File: src/rtl/cpu_ctrl_pkg.sv
// Shared control-unit definitions: state encoding, output bundle and step-width helper.
// The opcode decoder and top-level benches reuse the encoding and the width function.
package cpu_ctrl_pkg;

    localparam int STATE_W = 5;

    localparam logic [STATE_W-1:0] ST_IDLE  = 5'd0;
    localparam logic [STATE_W-1:0] ST_HALT  = 5'd1;
    localparam logic [STATE_W-1:0] ST_FAULT = 5'd2;
    localparam logic [STATE_W-1:0] ST_T0    = 5'd3;

    // Control steps are contiguous from ST_T0, so Ti encodes as ST_T0 + i.
    typedef enum logic [STATE_W-1:0] {
        S_IDLE  = ST_IDLE,
        S_HALT  = ST_HALT,
        S_FAULT = ST_FAULT,
        S_T0    = ST_T0,
        S_T1, S_T2, S_T3, S_T4, S_T5, S_T6, S_T7, S_T8,
        S_T9, S_T10, S_T11, S_T12, S_T13, S_T14, S_T15
    } state_e;

    typedef struct packed {
        logic pc_out;
        logic mar_in;
        logic inc_pc;
        logic zlow_in;
        logic zlow_out;
        logic pc_in;
        logic read;
        logic mdr_in;
        logic mdr_out;
        logic ir_in;
    } ctrl_t;

    function automatic int step_w(input int max_step);
        return (max_step < 1) ? 1 : $clog2(max_step + 1);
    endfunction

endpackage

File: src/rtl/mem_wait_timer.sv
// Counts T1 cycles spent waiting on memory; flags the cycle whose wait would reach MEM_TIMEOUT.
module mem_wait_timer #(
    parameter int MEM_TIMEOUT = 15
) (
    input  logic clock,
    input  logic clear,
    input  logic restart,
    input  logic enable,
    output logic expired
);

    localparam int CNT_W = $clog2(MEM_TIMEOUT + 1);
    localparam logic [CNT_W-1:0] TERM = CNT_W'(MEM_TIMEOUT - 1);
    localparam logic [CNT_W-1:0] CAP  = CNT_W'(MEM_TIMEOUT);

    logic [CNT_W-1:0] count;

    always_ff @(posedge clock) begin
        if (!clear || restart) begin
            count <= '0;
        end else if (enable && (count != CAP)) begin
            count <= count + 1'b1;
        end
    end

    // Asserted on the edge that would record the MEM_TIMEOUT-th wait.
    assign expired = enable && (count == TERM);

endmodule

File: src/rtl/fetch_sequencer.sv
// Control-step generator: runs the T0..T2 fetch micro-ops itself and hands T3+ to the decoder.
// Every output is a flop loaded from the decode of the next state, so outputs track the state register.
module fetch_sequencer
    import cpu_ctrl_pkg::*;
#(
    parameter int MAX_STEP    = 7,
    parameter int MEM_TIMEOUT = 15,
    parameter int STEP_W      = step_w(MAX_STEP)
) (
    input  logic                clock,
    input  logic                clear,
    input  logic                run,
    input  logic                halt_req,
    input  logic                mem_ready,
    input  logic                end_instr,
    output logic                PCout,
    output logic                MARin,
    output logic                IncPC,
    output logic                ZLowIn,
    output logic                ZLowOut,
    output logic                PCin,
    output logic                Read,
    output logic                MDRin,
    output logic                MDRout,
    output logic                IRin,
    output logic [MAX_STEP:0]   step,
    output logic [STEP_W-1:0]   step_num,
    output logic                exec_valid,
    output logic                running,
    output logic                halted,
    output logic                mem_fault,
    output logic [STATE_W-1:0]  state
);

    localparam state_e S_LAST = state_e'(ST_T0 + STATE_W'(MAX_STEP));

    state_e state_q;
    state_e state_d;
    logic   wait_expired;

    mem_wait_timer #(
        .MEM_TIMEOUT(MEM_TIMEOUT)
    ) u_mem_wait_timer (
        .clock   (clock),
        .clear   (clear),
        .restart (state_q != S_T1),
        .enable  ((state_q == S_T1) && !mem_ready),
        .expired (wait_expired)
    );

    always_ff @(posedge clock) begin
        if (!clear) begin
            state_q <= S_IDLE;
        end else begin
            state_q <= state_d;
        end
    end

    always_comb begin
        state_d = state_q;
        case (state_q)
            S_IDLE, S_HALT: begin
                if (run && !halt_req) state_d = S_T0;
            end
            S_T0:    state_d = S_T1;
            S_T1: begin
                if (mem_ready)         state_d = S_T2;
                else if (wait_expired) state_d = S_FAULT;
            end
            S_T2:    state_d = S_T3;
            S_FAULT: state_d = S_FAULT;
            default: begin
                // Execute steps; anything at or past the last step ends the instruction.
                if (end_instr || (state_q >= S_LAST)) begin
                    if (halt_req)  state_d = S_HALT;
                    else if (!run) state_d = S_IDLE;
                    else           state_d = S_T0;
                end else begin
                    state_d = state_e'(state_q + 1'b1);
                end
            end
        endcase
    end

    ctrl_t               ctrl_d, ctrl_q;
    logic [MAX_STEP:0]   step_d;
    logic [STEP_W-1:0]   step_num_d;
    logic [STATE_W-1:0]  step_idx;
    logic                running_d;
    logic                exec_d;

    always_comb begin
        ctrl_d     = '0;
        step_d     = '0;
        step_num_d = '0;
        step_idx   = '0;
        running_d  = (state_d >= S_T0) && (state_d <= S_LAST);
        exec_d     = (state_d >= S_T3) && (state_d <= S_LAST);

        case (state_d)
            S_T0: begin
                ctrl_d.pc_out  = 1'b1;
                ctrl_d.mar_in  = 1'b1;
                ctrl_d.inc_pc  = 1'b1;
                ctrl_d.zlow_in = 1'b1;
            end
            S_T1: begin
                ctrl_d.zlow_out = 1'b1;
                ctrl_d.read     = 1'b1;
                ctrl_d.mdr_in   = 1'b1;
                ctrl_d.pc_in    = (state_q != S_T1);
            end
            S_T2: begin
                ctrl_d.mdr_out = 1'b1;
                ctrl_d.ir_in   = 1'b1;
            end
            default: ;
        endcase

        if (running_d) begin
            step_idx = state_d - ST_T0;
            if (step_idx > STATE_W'(MAX_STEP)) step_idx = STATE_W'(MAX_STEP);
            step_num_d = STEP_W'(step_idx);
            for (int i = 0; i <= MAX_STEP; i++) begin
                step_d[i] = (step_idx == STATE_W'(i));
            end
        end
    end

    always_ff @(posedge clock) begin
        if (!clear) begin
            ctrl_q     <= '0;
            step       <= '0;
            step_num   <= '0;
            exec_valid <= 1'b0;
            running    <= 1'b0;
            halted     <= 1'b0;
            mem_fault  <= 1'b0;
        end else begin
            ctrl_q     <= ctrl_d;
            step       <= step_d;
            step_num   <= step_num_d;
            exec_valid <= exec_d;
            running    <= running_d;
            halted     <= (state_d == S_HALT);
            mem_fault  <= (state_d == S_FAULT);
        end
    end

    assign PCout   = ctrl_q.pc_out;
    assign MARin   = ctrl_q.mar_in;
    assign IncPC   = ctrl_q.inc_pc;
    assign ZLowIn  = ctrl_q.zlow_in;
    assign ZLowOut = ctrl_q.zlow_out;
    assign PCin    = ctrl_q.pc_in;
    assign Read    = ctrl_q.read;
    assign MDRin   = ctrl_q.mdr_in;
    assign MDRout  = ctrl_q.mdr_out;
    assign IRin    = ctrl_q.ir_in;
    assign state   = state_q;

endmodule

File: config.mk
export PLATFORM = sky130hd
export DESIGN_NAME = fetch_sequencer
export DESIGN_NICKNAME = d
export VERILOG_FILES = /design/src/rtl/cpu_ctrl_pkg.sv /design/src/rtl/mem_wait_timer.sv /design/src/rtl/fetch_sequencer.sv
export SDC_FILE = /design/constraint.sdc
export NUM_CORES = 1
export LEC_CHECK = 0
export BUFFER_PORTS_ARGS = -buffer_cell sky130_fd_sc_hd__buf_2
export CAP_MARGIN = 20
export CORE_UTILIZATION = 53
export CTS_BUF_LIST = sky130_fd_sc_hd__clkbuf_8 sky130_fd_sc_hd__clkbuf_16
export CTS_CLUSTER_DIAMETER = 100
export DETAILED_ROUTE_END_ITERATION = 7
export GPL_TIMING_DRIVEN = 0
export PLACE_DENSITY = 0.78
export RECOVER_POWER = 100
export SLEW_MARGIN = 40
export SYNTH_ARGS = -nofsm -noshare
export SYNTH_HDL_FRONTEND = slang
export SYNTH_HIERARCHICAL = 1
export SYNTH_SLANG_ARGS = --single-unit
File: constraint.sdc
create_clock -name clock -period 4.85 [get_ports clock]
set_input_delay 0.97 -clock clock [delete_from_list [all_inputs] [get_ports clock]]
set_output_delay 0.97 -clock clock [all_outputs]
set_load 0.01 [all_outputs]
==> metrics.cfg <==
[routing]
drcViolationCount=6
num_vias=1386
routed_wl_um=3320
via_per_inst=5.61
ant_nets=0
drtPass1Iterations=6
drtIter0Drc=59
drt-wirelength-per-cell_um=13.5

[logic_synthesis]
synth-seq-area-share_pct=35.2
synth_nets=194
yosys.area.top_type=dfxtp_1
synthArstFlopShare_pct=0
synth_warnings=6
synth_edf_count=0
dominantRegCellSynth=dfxtp_1
netlist_top_cells_area=dfxtp_1 (35%), ha_1 (8.7%), nor2_1 (4.2%)
synthCells=177
synth_area_per_cell_um2=8.98
synth_top_area_share_pct=35.2
syn_area_mm2=0.00159
ys_ff_latch=28
ys_types=59

[placement]
gp_congestion=0.809
placedCellCount=243
placed_area_mm2=0.00180
io_buffers=35
dpl.hpwl_um=2470

[clock_network]
ctsHoldBuffers=0
post_cts_resize_count=0
cts_setup_buffers=0
worstSkewPairLatency_ps=270
clock_path_buffers=2
path_clk_slew_ps=90
cts_tree=done
cts-root-buf=clkbuf_8
cts_sinks=28
htree_levels=1
numCtsBuffers=3

[hold_path]
hold_start=u_mem_wait_timer/count[3]
whs_path_depth=2
hold_class=flop to flop
holdPathEnd=u_mem_wait_timer/count[3]

[flow_run]
drv_cap=0

[floorplanning]
dieHeight_um=56.8
rows=19
die_w_um=56.8
dieArea_mm2=0.00322
core_area_mm2=0.00281
io_pins=36
initial_core_util_pct=56.7

[run_status]
violations=design-rule violations
status=complete, but fails checks

[final_layout]
area_delta_synth_final_pct=14.1
drive_above_1_share_pct=13.4
final_area_mm2=0.00181
layout_commonest_cell=clkbuf_1
final_nets=234
layout_common_cells=clkbuf_1 (34), dfxtp_1 (28), nor2_1 (18), ha_1 (11), a21oi_1 (9)
n_antenna_cell=0
fin_cells=247
fin_util_pct=64.7

[timing]
slew_violations=0
tightestPinTransition_ps=1160
final-setup-viol-count=0
fin_setup_tns_ps=0
max-slew-margin-rel_pct=22.1
clock_skew_ps=1.85
fin_crit_sh_pct=88.1
finalCriticalPeriod_ps=4270
rsz0062_at_grt=no
hold_violations=0
fmax_mhz=234

[setup_path]
crit_chain=inv_1 > ha_1 > and3_2 > inv_1 > nor2_1 > and4_1 > nand2b_1 > o21a_1 > a2111oi_0 > o21a_1 > or2_1 > clkbuf_1 > ha_1 > nand2_1 > o32a_1 > nor4b_1
slowest_stage=o32a_1
crit_path_max_incr_delay_ps=410
crit_type=flop to flop
arrival_ps=4450
cp.required_ps=5030
reg2reg_depth=16
path_max_fanout=8
reg2reg_to=step[2]
ff2ff_setup_slack_ps=580
end_kind=flop
r2r_start=state[1]
start_kind=flop

[global_routing]
grt_max_degree=17
grt_pass1_wl_um=5670
gr-total-overflow=0
antenna_found_initial=0
gr-usage-all-layers_pct=22.0
grt_pass1_vias=1294

[power]
power_density_mw_per_mm2=364
p_leak_nw=0.710
peakVddDrop_uv=210
p_total_w=0.000660

## synth_stat cells, types with 2 or more instances
| library cell | number |
|---|---|
| nand2_1 | 8 |
| inv_1 | 7 |
| o21ai_0 | 2 |
| or3_1 | 2 |
| clkbuf_1 | 3 |
| and2_1 | 7 |
| buf_6 | 2 |
| nand2b_1 | 3 |
| or2_1 | 2 |
| o21ai_1 | 2 |
| o32a_1 | 2 |
| a211oi_1 | 3 |
| o21a_1 | 4 |
| ha_1 | 11 |
| nand3_1 | 6 |
| nand4_1 | 2 |
| and3_1 | 4 |
| a21oi_1 | 9 |
| a31oi_1 | 2 |
| dfxtp_1 | 28 |
| buf_4 | 7 |
| nor2_1 | 18 |
| nor3_1 | 7 |
## critical path, delay by kind of cell (launching register included)
family	cells	cell delay, ps
AND/OR/NAND/NOR	7	1520
AO/OA/AOI/OAI	4	1140
adder cells (fa/ha/maj)	2	580
buffers and inverters	3	540
flip-flops	1	390
## state kept, by name (all words and copies together) (netlist names)
signal,cells
running,1
state,5
mem_fault,1
halted,1
MDRout,1
u_mem_wait_timer/count,4
ZLowOut,1
PCout,1
step_num,3
step,8
exec_valid,1
PCin,1
## cells by family after synthesis
group,Yosys count,synth area share (%)
AOI/OAI and AO/OA,42,20.5
xor gates and xnor gates,2,1.10
adders and majority gates,11,8.65
buffers and inverters,22,8.18
DFF,28,35.2
muxes,2,2.05
other,1,0.236
and+or+nand+nor,69,24.1
## metal layers
layer | routed length (µm) | GRT usage, % | vias to the layer above | part of all wire (%)
met5 | 0 | 0 | - | 0
met4 | 28 | 7.67 | 0 | 0.84
met3 | 148 | 4.15 | 4 | 4.5
met2 | 1600 | 38.6 | 33 | 48
met1 | 1550 | 26.9 | 648 | 47
li1 | - | - | 701 | -
## how the worst max path moves through the flow
stage	slack [ps]	cells past startpoint	end	start
after floorplan	1280	12	step[2]	mem_ready
after global placement	770	14	step[6]	mem_ready
after detailed placement	740	14	step[4]	mem_ready
after CTS	760	17	step[6]	state[1]
after global routing	230	16	step[2]	state[1]
final	580	16	step[2]	state[1]
## where the power goes
group	total, W	switching (W)	internal [W]
sequential	0.000261	0.0000108	0.000250
combinational	0.000216	0.000129	0.0000866
clock	0.000184	0.0000735	0.000111
## final cells by class
cell class | instances | area [µm²]
clock buffer | 3 | 41.3
timing repair buffer | 35 | 138
multi-input combinational | 127 | 880
buffer | 13 | 87.6
inverter | 9 | 38.8
tap | 31 | 38.8
fill | 254 | 991
sequential | 28 | 561
clock inverter | 1 | 30.0
## through the flow
stage / setup WS, ps / hold WS, ps
final: 579 / 550
after global routing: 228 / 583
after CTS: 758 / 550
after detailed placement: 735 / 528
after global placement: 774 / 519
after floorplan: 1280 / 497
No activity file was read; power rests on OpenSTA's default activity.
